`src/rtl/tx_wr_arb_pkg.sv`:
```
// tx_wr_arb_pkg: shared types and constants for the TX FIFO write arbiter.
package tx_wr_arb_pkg;

  // Arbiter FSM states.
  typedef enum logic [1:0] {
    IDLE     = 2'd0,
    ISSUE    = 2'd1,
    ISSUE_HI = 2'd2
  } arb_state_e;

  // Requester indices, also used as bit positions in pend/ovf vectors.
  localparam int         NUM_REQ = 3;
  localparam logic [1:0] REQ_RF  = 2'd0;
  localparam logic [1:0] REQ_ALU = 2'd1;
  localparam logic [1:0] REQ_ERR = 2'd2;

  // Round-robin successor of idx among n_active requesters (wraps to 0).
  function automatic logic [1:0] rr_next(input logic [1:0] idx, input logic [1:0] n_active);
    return (idx == n_active - 2'd1) ? 2'd0 : idx + 2'd1;
  endfunction

endpackage

```
`src/rtl/tx_wr_arb_req_hold.sv`:
```
// tx_req_hold: one-entry holding register for a single-cycle-pulse producer.
// A pulse is captured when the entry is free or is being released in the
// same cycle; otherwise the pulse is dropped and reported on drop.
module tx_req_hold #(
  parameter int W = 8
) (
  input  logic         clk,
  input  logic         rst,
  input  logic         vld,
  input  logic [W-1:0] data,
  input  logic         rel,
  output logic         pend,
  output logic [W-1:0] held,
  output logic         drop
);

  logic         pend_q, pend_d;
  logic [W-1:0] data_q, data_d;

  // Capture / drop / release rules for the single entry.
  always_comb begin
    pend_d = pend_q;
    data_d = data_q;
    drop   = 1'b0;
    if (rel) begin
      pend_d = 1'b0;
    end
    if (vld) begin
      if (!pend_q || rel) begin
        data_d = data;
        pend_d = 1'b1;
      end else begin
        drop = 1'b1;
      end
    end
  end

  // Entry state register.
  always_ff @(posedge clk or negedge rst) begin
    if (!rst) begin
      pend_q <= 1'b0;
      data_q <= '0;
    end else begin
      pend_q <= pend_d;
      data_q <= data_d;
    end
  end

  assign pend = pend_q;
  assign held = data_q;

endmodule

```
`src/rtl/tx_wr_arb.sv`:
```
// tx_wr_arb: round-robin arbiter feeding the TX async-FIFO write port from
// RF bytes, 16-bit ALU words (sent LSB then MSB, atomically) and an optional
// ERR status byte.
// Build option: define TX_WR_ARB_ERR_EN to enable the ERR requester; when
// undefined, err_vld/err_code are ignored and the pointer rotates over RF/ALU.
//
// Handshake: producers issue one-cycle vld pulses with no back-pressure
// (a pulse that finds its entry busy is dropped and flagged in ovf); the
// FIFO side is write-when-not-full: wr_inc = in-issue && !fifo_full, and
// wr_data is held stable while fifo_full stalls the transfer.
module tx_wr_arb
  import tx_wr_arb_pkg::*;
#(
  parameter int DATA_WIDTH = 8
) (
  input  logic                    clk,
  input  logic                    rst,
  input  logic                    rf_vld,
  input  logic [DATA_WIDTH-1:0]   rf_data,
  input  logic                    alu_vld,
  input  logic [2*DATA_WIDTH-1:0] alu_data,
  input  logic                    err_vld,
  input  logic [DATA_WIDTH-1:0]   err_code,
  input  logic                    fifo_full,
  input  logic                    ovf_clr,
  output logic [DATA_WIDTH-1:0]   wr_data,
  output logic                    wr_inc,
  output logic [2:0]              ovf,
  output logic                    idle
);

  logic [NUM_REQ-1:0]      pend;
  logic [NUM_REQ-1:0]      drop;
  logic [NUM_REQ-1:0]      rel;
  logic [DATA_WIDTH-1:0]   rf_held;
  logic [DATA_WIDTH-1:0]   err_held;
  logic [2*DATA_WIDTH-1:0] alu_held;

  arb_state_e state_q, state_d;
  logic [1:0] grant_q, grant_d;
  logic [1:0] rr_q, rr_d;
  logic [2:0] ovf_q, ovf_d;

  logic       sel_vld;
  logic [1:0] sel_idx;
  logic [1:0] cand;

  tx_req_hold #(.W(DATA_WIDTH)) u_rf (
    .clk (clk), .rst (rst), .vld (rf_vld), .data (rf_data), .rel (rel[REQ_RF]),
    .pend (pend[REQ_RF]), .held (rf_held), .drop (drop[REQ_RF])
  );

  tx_req_hold #(.W(2*DATA_WIDTH)) u_alu (
    .clk (clk), .rst (rst), .vld (alu_vld), .data (alu_data), .rel (rel[REQ_ALU]),
    .pend (pend[REQ_ALU]), .held (alu_held), .drop (drop[REQ_ALU])
  );

`ifdef TX_WR_ARB_ERR_EN
  localparam logic [1:0] N_ACTIVE = 2'd3;

  tx_req_hold #(.W(DATA_WIDTH)) u_err (
    .clk (clk), .rst (rst), .vld (err_vld), .data (err_code), .rel (rel[REQ_ERR]),
    .pend (pend[REQ_ERR]), .held (err_held), .drop (drop[REQ_ERR])
  );
`else
  localparam logic [1:0] N_ACTIVE = 2'd2;

  // ERR requester absent: its inputs are deliberately left unconnected.
  logic unused_err;
  assign unused_err     = ^{err_vld, err_code, rel[REQ_ERR]};
  assign pend[REQ_ERR]  = 1'b0;
  assign drop[REQ_ERR]  = 1'b0;
  assign err_held       = '0;
`endif

  // Round-robin search: the pending requester closest to rr_q (inclusive) wins.
  always_comb begin
    sel_vld = 1'b0;
    sel_idx = rr_q;
    cand    = '0;
    for (int i = NUM_REQ - 1; i >= 0; i--) begin
      cand = 2'((int'(rr_q) + i) % NUM_REQ);
      if (pend[cand]) begin
        sel_vld = 1'b1;
        sel_idx = cand;
      end
    end
  end

  // FSM next state, grant/pointer update, release strobes and write decode.
  always_comb begin
    state_d = state_q;
    grant_d = grant_q;
    rr_d    = rr_q;
    rel     = '0;
    wr_inc  = 1'b0;
    wr_data = '0;
    case (state_q)
      IDLE: begin
        if (sel_vld) begin
          grant_d = sel_idx;
          rr_d    = rr_next(sel_idx, N_ACTIVE);
          state_d = ISSUE;
        end
      end
      ISSUE: begin
        case (grant_q)
          REQ_ALU: wr_data = alu_held[DATA_WIDTH-1:0];
          REQ_ERR: wr_data = err_held;
          default: wr_data = rf_held;
        endcase
        wr_inc = !fifo_full;
        if (!fifo_full) begin
          if (grant_q == REQ_ALU) begin
            state_d = ISSUE_HI;
          end else begin
            rel[grant_q] = 1'b1;
            state_d      = IDLE;
          end
        end
      end
      ISSUE_HI: begin
        wr_data = alu_held[2*DATA_WIDTH-1:DATA_WIDTH];
        wr_inc  = !fifo_full;
        if (!fifo_full) begin
          rel[REQ_ALU] = 1'b1;
          state_d      = IDLE;
        end
      end
      default: begin
        state_d = IDLE;
      end
    endcase
  end

  // Sticky overflow flags: a new drop beats a simultaneous clear.
  always_comb begin
    ovf_d = (ovf_clr ? 3'b000 : ovf_q) | drop;
  end

  // Arbiter state registers.
  always_ff @(posedge clk or negedge rst) begin
    if (!rst) begin
      state_q <= IDLE;
      grant_q <= REQ_RF;
      rr_q    <= REQ_RF;
      ovf_q   <= '0;
    end else begin
      state_q <= state_d;
      grant_q <= grant_d;
      rr_q    <= rr_d;
      ovf_q   <= ovf_d;
    end
  end

  assign ovf  = ovf_q;
  assign idle = (state_q == IDLE) && (pend == '0);

endmodule

```
`config.mk`:
```
export PLATFORM = sky130hd
export DESIGN_NAME = tx_wr_arb
export DESIGN_NICKNAME = d
export VERILOG_FILES = /design/src/rtl/tx_wr_arb_pkg.sv /design/src/rtl/tx_wr_arb_req_hold.sv /design/src/rtl/tx_wr_arb.sv
export SDC_FILE = /design/constraint.sdc
export NUM_CORES = 1
export LEC_CHECK = 0
export CAP_MARGIN = 15
export CORE_ASPECT_RATIO = 2
export CORE_MARGIN = 2
export CORE_UTILIZATION = 51
export DETAILED_ROUTE_END_ITERATION = 6
export MAX_ROUTING_LAYER = met4
export PLACE_DENSITY = 0.84
export SLEW_MARGIN = 5
export SYNTH_ARGS = -nofsm -noshare
export SYNTH_HDL_FRONTEND = slang
export SYNTH_SLANG_ARGS = --single-unit
export TNS_END_PERCENT = 1
```
`constraint.sdc`:
```
create_clock -name clk -period 2.86 [get_ports clk]
set_input_delay 0.429 -clock clk [delete_from_list [all_inputs] [get_ports clk]]
set_output_delay 0.429 -clock clk [all_outputs]
set_load 0.05 [all_outputs]
```
Word level (Yosys, flattened, before mapping)
Cells that the tools add are included.
{"block": "word_totals", "ramBits": 0, "n_memories": 0, "rom_bits": 0, "elab_cells": 81, "latchBits": 0, "register_bits": 35}
{"block": "classes", "n_bitwise": 1, "muxes": 39, "add_sub_neg": 3, "multipliers": 0, "div": 3, "magnitude_cmp": 5, "n_eq_ne": 8, "shift": 0, "reduce_logical": 14}
{"operator": "modulo 32 x 3 -> 32 bit (second input constant)", "n": 2}
{"operator": "modulo 3 x 3 -> 32 bit (second input constant)", "n": 1}
{"operator": "one-hot mux 8 bit (2 select lines)", "n": 2}
{"operator": "two-way mux 1 bit", "n": 20}
{"operator": "two-way mux 2 bit", "n": 10}
{"operator": "< comparator 2 x 3 -> 1 bit (second input constant)", "n": 4}
{"operator": "binary-select mux 1 bit (select 2 bit)", "n": 3}
{"operator": "equality test 2 x 1 -> 1 bit (second input constant)", "n": 3}
{"operator": "inequality test 2 bit (second input constant)", "n": 3}
{"operator": "one-hot mux 2 bit (3 select lines)", "n": 1}
{"operator": "AND reduction 2 bit", "n": 3}
{"operator": "equality test 2 bit (second input constant)", "n": 2}
{"operator": "adder 2 x 1 -> 3 bit (second input constant)", "n": 1}
{"operator": "adder 2 x 2 -> 3 bit (second input constant)", "n": 1}
{"operator": "zero test 1 bit", "n": 3}
{"operator": "zero test 3 bit", "n": 1}
{"operator": "two-way mux 3 bit", "n": 1}
{"operator": "bitwise OR 3 x 2 -> 3 bit", "n": 1}
{"operator": "AND reduction 3 bit", "n": 1}
{"operator": "adder 2 x 1 -> 2 bit (second input constant)", "n": 1}
{"operator": "demux 1 bit (select 2 bit)", "n": 1}
{"operator": "greater-or-equal comparator 2 x 1 -> 1 bit (second input constant)", "n": 1}
{"operator": "logical AND 1 bit", "n": 2}
{"operator": "zero test 2 bit", "n": 1}
{"operator": "3 further kinds", "n": 4}

Longest topological paths before layout
{"block": "logic_depth", "word_depth": 11, "mapped_depth": 9, "mapped_depth_nobuf": 6}

By module
Synthesis repeated with hierarchy kept, for this count alone.
{"block": "hier_totals", "cells_unflattened": 166, "area_unflattened_um2": 1940.6}
{"mod": "tx_wr_arb", "instances": 1, "seq_area_each_um2": 200.2, "cells_each": 105, "area_each_um2": 859.6}
{"mod": "tx_req_hold (u_alu)", "instances": 1, "seq_area_each_um2": 425.4, "cells_each": 39, "area_each_um2": 699.4}
{"mod": "tx_req_hold (u_rf)", "instances": 1, "seq_area_each_um2": 225.2, "cells_each": 22, "area_each_um2": 381.6}

Worst setup path before layout
OpenSTA, ideal clock, no wires.
{"block": "synth_timing", "path_kind": "flip-flop to output port", "from": "register grant_q[0]", "to": "output port wr_data[1]", "stages_incl_launch_ff": 8, "arrival_ps": 1926, "slack_ps": 505, "required_time_ps": 2431, "path_buffers": 1, "cell_sequence": "dfrtp_1 -> inv_1 -> ha_1 -> clkbuf_1 -> nand3_1 -> o21ai_0 -> a22oi_1 -> nor2b_1"}
{"block": "synth_between", "elab_chain_cells": 3}
{"item": "start: declaration", "line": "tx_wr_arb.sv:40", "rtl": "logic [1:0] grant_q, grant_d;"}
{"item": "start signal: assignment", "line": "tx_wr_arb.sv:150", "rtl": "grant_q <= grant_d;"}
{"item": "equality test 2 bit / equality test 2 x 1 -> 1 bit (equally long branches)", "line": "tx_wr_arb.sv:107", "rtl": "case (grant_q)"}
{"item": "one-hot mux 8 bit (2 select lines) (*)", "line": "tx_wr_arb.sv:107"}
{"item": "one-hot mux 8 bit (2 select lines) (*)", "line": "tx_wr_arb.sv:98", "rtl": "case (state_q)"}
{"item": "end: declaration", "line": "tx_wr_arb.sv:26", "rtl": "output logic [DATA_WIDTH-1:0] wr_data,"}
Mark *: on every way between the ends. The rest lies on a longest branch, timed or not.

Final worst setup path
{"block": "layout_timing", "from": "register state_q[0]", "to": "output port wr_inc"}
{"block": "layout_between", "elab_chain_cells": 3}
{"item": "start: declaration", "line": "tx_wr_arb.sv:39", "rtl": "arb_state_e state_q, state_d;"}
{"item": "start signal: assignment", "line": "tx_wr_arb.sv:149", "rtl": "state_q <= state_d;"}
{"item": "equality test 2 x 1 -> 1 bit / equality test 2 bit (equally long branches)", "line": "tx_wr_arb.sv:98"}
{"item": "OR reduction 2 bit (no line) (*)"}
{"item": "two-way mux 1 bit (*)"}
{"item": "end: declaration", "line": "tx_wr_arb.sv:27", "rtl": "output logic wr_inc,"}
Marked as above.

==> summary.txt <==
outcome - completed
Final nets - 254
mapped cell area - 1882 um2
asr flop ratio synth - 1.000
critical path arrival - 2.19 ns
final setup fails - 0
Slew @ Worst Pin - 0.5052 ns
drc violations - 0
Worst-Skew Late Latency - 0.29 ns
Core Area - 3568 um2
Post-synth top flop - dfrtp_1
combinational fraction of design power - 0.514
fin crit share - 0.9150
Avg WL per Cell - 16.57 um
Initial DRC Count - 42
HPWL after detailed placement - 3193 um
R2R setup slack - 0.71 ns
count leader, synth - dfrtp_1
Max Cap Viol - 0
Synth cell types - 28
Post-Synth XOR/XNOR Area - 0
remaining antenna violation count - 0
CTS tree - done
global-route wire length before repair - 7196 um
RSZ-0062 raised after global routing - no
ANT cells - 0
initial antenna violation count - 0
TritonRoute pass-1 iters - 4
crit path time final - 2.617 ns
Clock power frac - 0.149
Core Util, Final - 0.6651
Die Area - 4221 um2
switching share of power - 0.4032
die width - 46.95 um
vias in the first global route - 1574
Initial Util - 0.5273
register area share after synthesis - 0.4521
Worst VDD drop - 0.0004855 V
Fin. Hold Viols - 0
Lkg Pwr - 1.054 nW
post_cts resized - 0
Worst Path Required - 2.43 ns
Hold WC Path Type - reg2reg
Post-synth EDFFs - 0
leading post-synthesis cells by cell area - dfrtp_1, mux2_4, mux2_2, ha_1, nor2b_1
total gr overflow - 0
clk root buf - clkbuf_8
setup TNS - 0 ns
sequential share of power - 0.337
layout cells sized above 1 - 0.2367
largest net degree at the start of global routing - 35
CP cell instances - inv_1 > ha_1 > nor2b_1 > clkdlybuf4s50_1
routability cong. - 0.8092
Max clock buf depth - 2
WP buf/inv - 2
crit path launch type - flip-flop
IO Count - 52
GRT Total Usage - 0.2425
P per Cell Area - 1042 nW/um2
Syn Inst Count - 164
H-tree lvl count - 2
fmax - 382.1 MHz
leading cell types by count after synthesis - dfrtp_1, inv_1, mux2_2
synth warn - 0
clk sink count - 34
Syn-to-layout area delta - 26.13%
Crit-path slowest cell - clkdlybuf4s50_1
Fin Clk Skew - 0.005148 ns
CTS Hold Bufs - 0
Via Count - 1370
Power Internal - 1.475 mW
Yosys top cell area share - 0.4521
syn nets - 212
largest family of logic cells by synthesized area - multiplexers
crit path capture type - output port
crit-path max FO - 9
post-synthesis register bit count - 34
row cnt - 31
adder-cell share of the synthesized area - 0.05984
max-slew violation count - 0
Crit path max-delay family - buffers and inverters
Die Span Y - 89.91 um
slew margin rel. - 0.6621
drt via density - 5.352
Post-CTS Setup Repair Bufs - 0
I/O Buffers - 41
final WL - 4242 um
Worst-path clk slew - 0.07 ns
synthesized area per cell - 11.47 um2
post-synth top area cell - dfrtp_1
sw power - 996.7 uW
mux cell area share after synthesis - 0.2061
Max stage delay on crit path - 0.81 ns
compound-cell area share of the yosys netlist - 0.1130
Simple-Gate Fraction of Synth Area - 0.09375
WS Path Type - reg2out
TritonCTS Buffers - 5
## power by group through the flow
stage               clock network (mW)  registers (mW)  logic [mW]
floorplan                            0           0.815       0.950
global placement                     0           0.821        1.21
detailed placement                   0           0.836        1.26
CTS                              0.374           0.830        1.27
global route                     0.397           0.859        1.38
finish                           0.368           0.833        1.27
## registers in the layout (all words and copies together) (netlist names)
signal / flops
u_alu.held: 16
u_rf.held: 8
grant_q: 2
ovf: 2
rr_q: 2
state_q: 2
u_alu.pend: 1
u_rf.pend: 1
## cell type report
cell class | count | area, um2
well taps | 49 | 61.31
clock buffers | 7 | 86.33
repair buffers | 43 | 405.4
multi-input cells | 103 | 893.4
clock inverters | 1 | 5.005
flip-flops and latches | 34 | 850.8
inverters | 19 | 71.32
fillers | 284 | 1195
## per-layer routing
layer | GRT usage | part of all wire | up-vias
li1 | - | - | 642
met1 | 0.2503 | 0.35 | 673
met2 | 0.4178 | 0.58 | 44
met3 | 0.04618 | 0.044 | 11
met4 | 0.09954 | 0.028 | 0
met5 | - | 0 | -
## layout by cell type (no fill, tap or decap), types with 2 or more instances in the layout
cell             netlist  layout
inv_1                 18      18
o22ai_1                3       3
nor2b_1               12      12
o21ai_2                2       2
nand3_1                8       8
mux2_2                14      14
clkdlybuf4s50_1        0      33
ha_1                   9       9
o21ai_0               12      12
clkbuf_8               0       6
mux2_4                12      12
a22oi_1                9       9
buf_4                  1      10
nand2_1                6       6
dfrtp_1               34      34
and2_1                 3       3
mux2i_1                5       5
## through the flow
stage | hold WS (ns) | area [um2] | total power [mW] | std cells | setup WS (ns)
2_1_floorplan | 0.1334 | 1882 | 1.764 | 164 | 0.5046
3_3_place_gp | 0.4728 | 2282 | 2.028 | 248 | 0.6059
3_5_place_dp | 0.4899 | 2282 | 2.098 | 248 | 0.5559
4_1_cts | 0.5114 | 2374 | 2.478 | 256 | 0.2368
5_1_grt | 0.5223 | 2374 | 2.632 | 256 | 0.1357
6_report | 0.5100 | 2374 | 2.472 | 256 | 0.2432
## worst paths after layout
path                                                from                  endpoint  cells past startpoint
worst max register to register    state_q[1]$_DFFE_PN0P_  u_rf.held[7]$_DFFE_PN0P_                      7
worst min register to register  u_rf.held[0]$_DFFE_PN0P_  u_rf.held[0]$_DFFE_PN0P_                      1
max in group asynchronous                            rst  u_rf.held[4]$_DFFE_PN0P_                      2
min in group asynchronous                            rst      u_alu.pend$_DFF_PN0_                      2
worst min-delay path            u_rf.held[0]$_DFFE_PN0P_  u_rf.held[0]$_DFFE_PN0P_                      1
worst max-delay path              state_q[0]$_DFFE_PN0P_                    wr_inc                      4
## worst register-to-register path: stages, from the launching register on
cell and delay [ns]:
dfrtp_1 0.39, inv_1 0.12, ha_1 0.16, buf_4 0.17
nand2_1 0.06, o21ai_0 0.32, and2_1 0.42, mux2_2 0.39
## cells by family (layout without fill, tap and decap cells)
group / Yosys count / count (layout)
adders and majority gates: 9 / 9
DFF: 34 / 34
buffers and inverters: 27 / 70
other: 1 / 1
muxes: 31 / 31
and+or+nand+nor: 32 / 32
AOI/OAI and AO/OA: 30 / 30
Power figures use the tool's default switching activity.
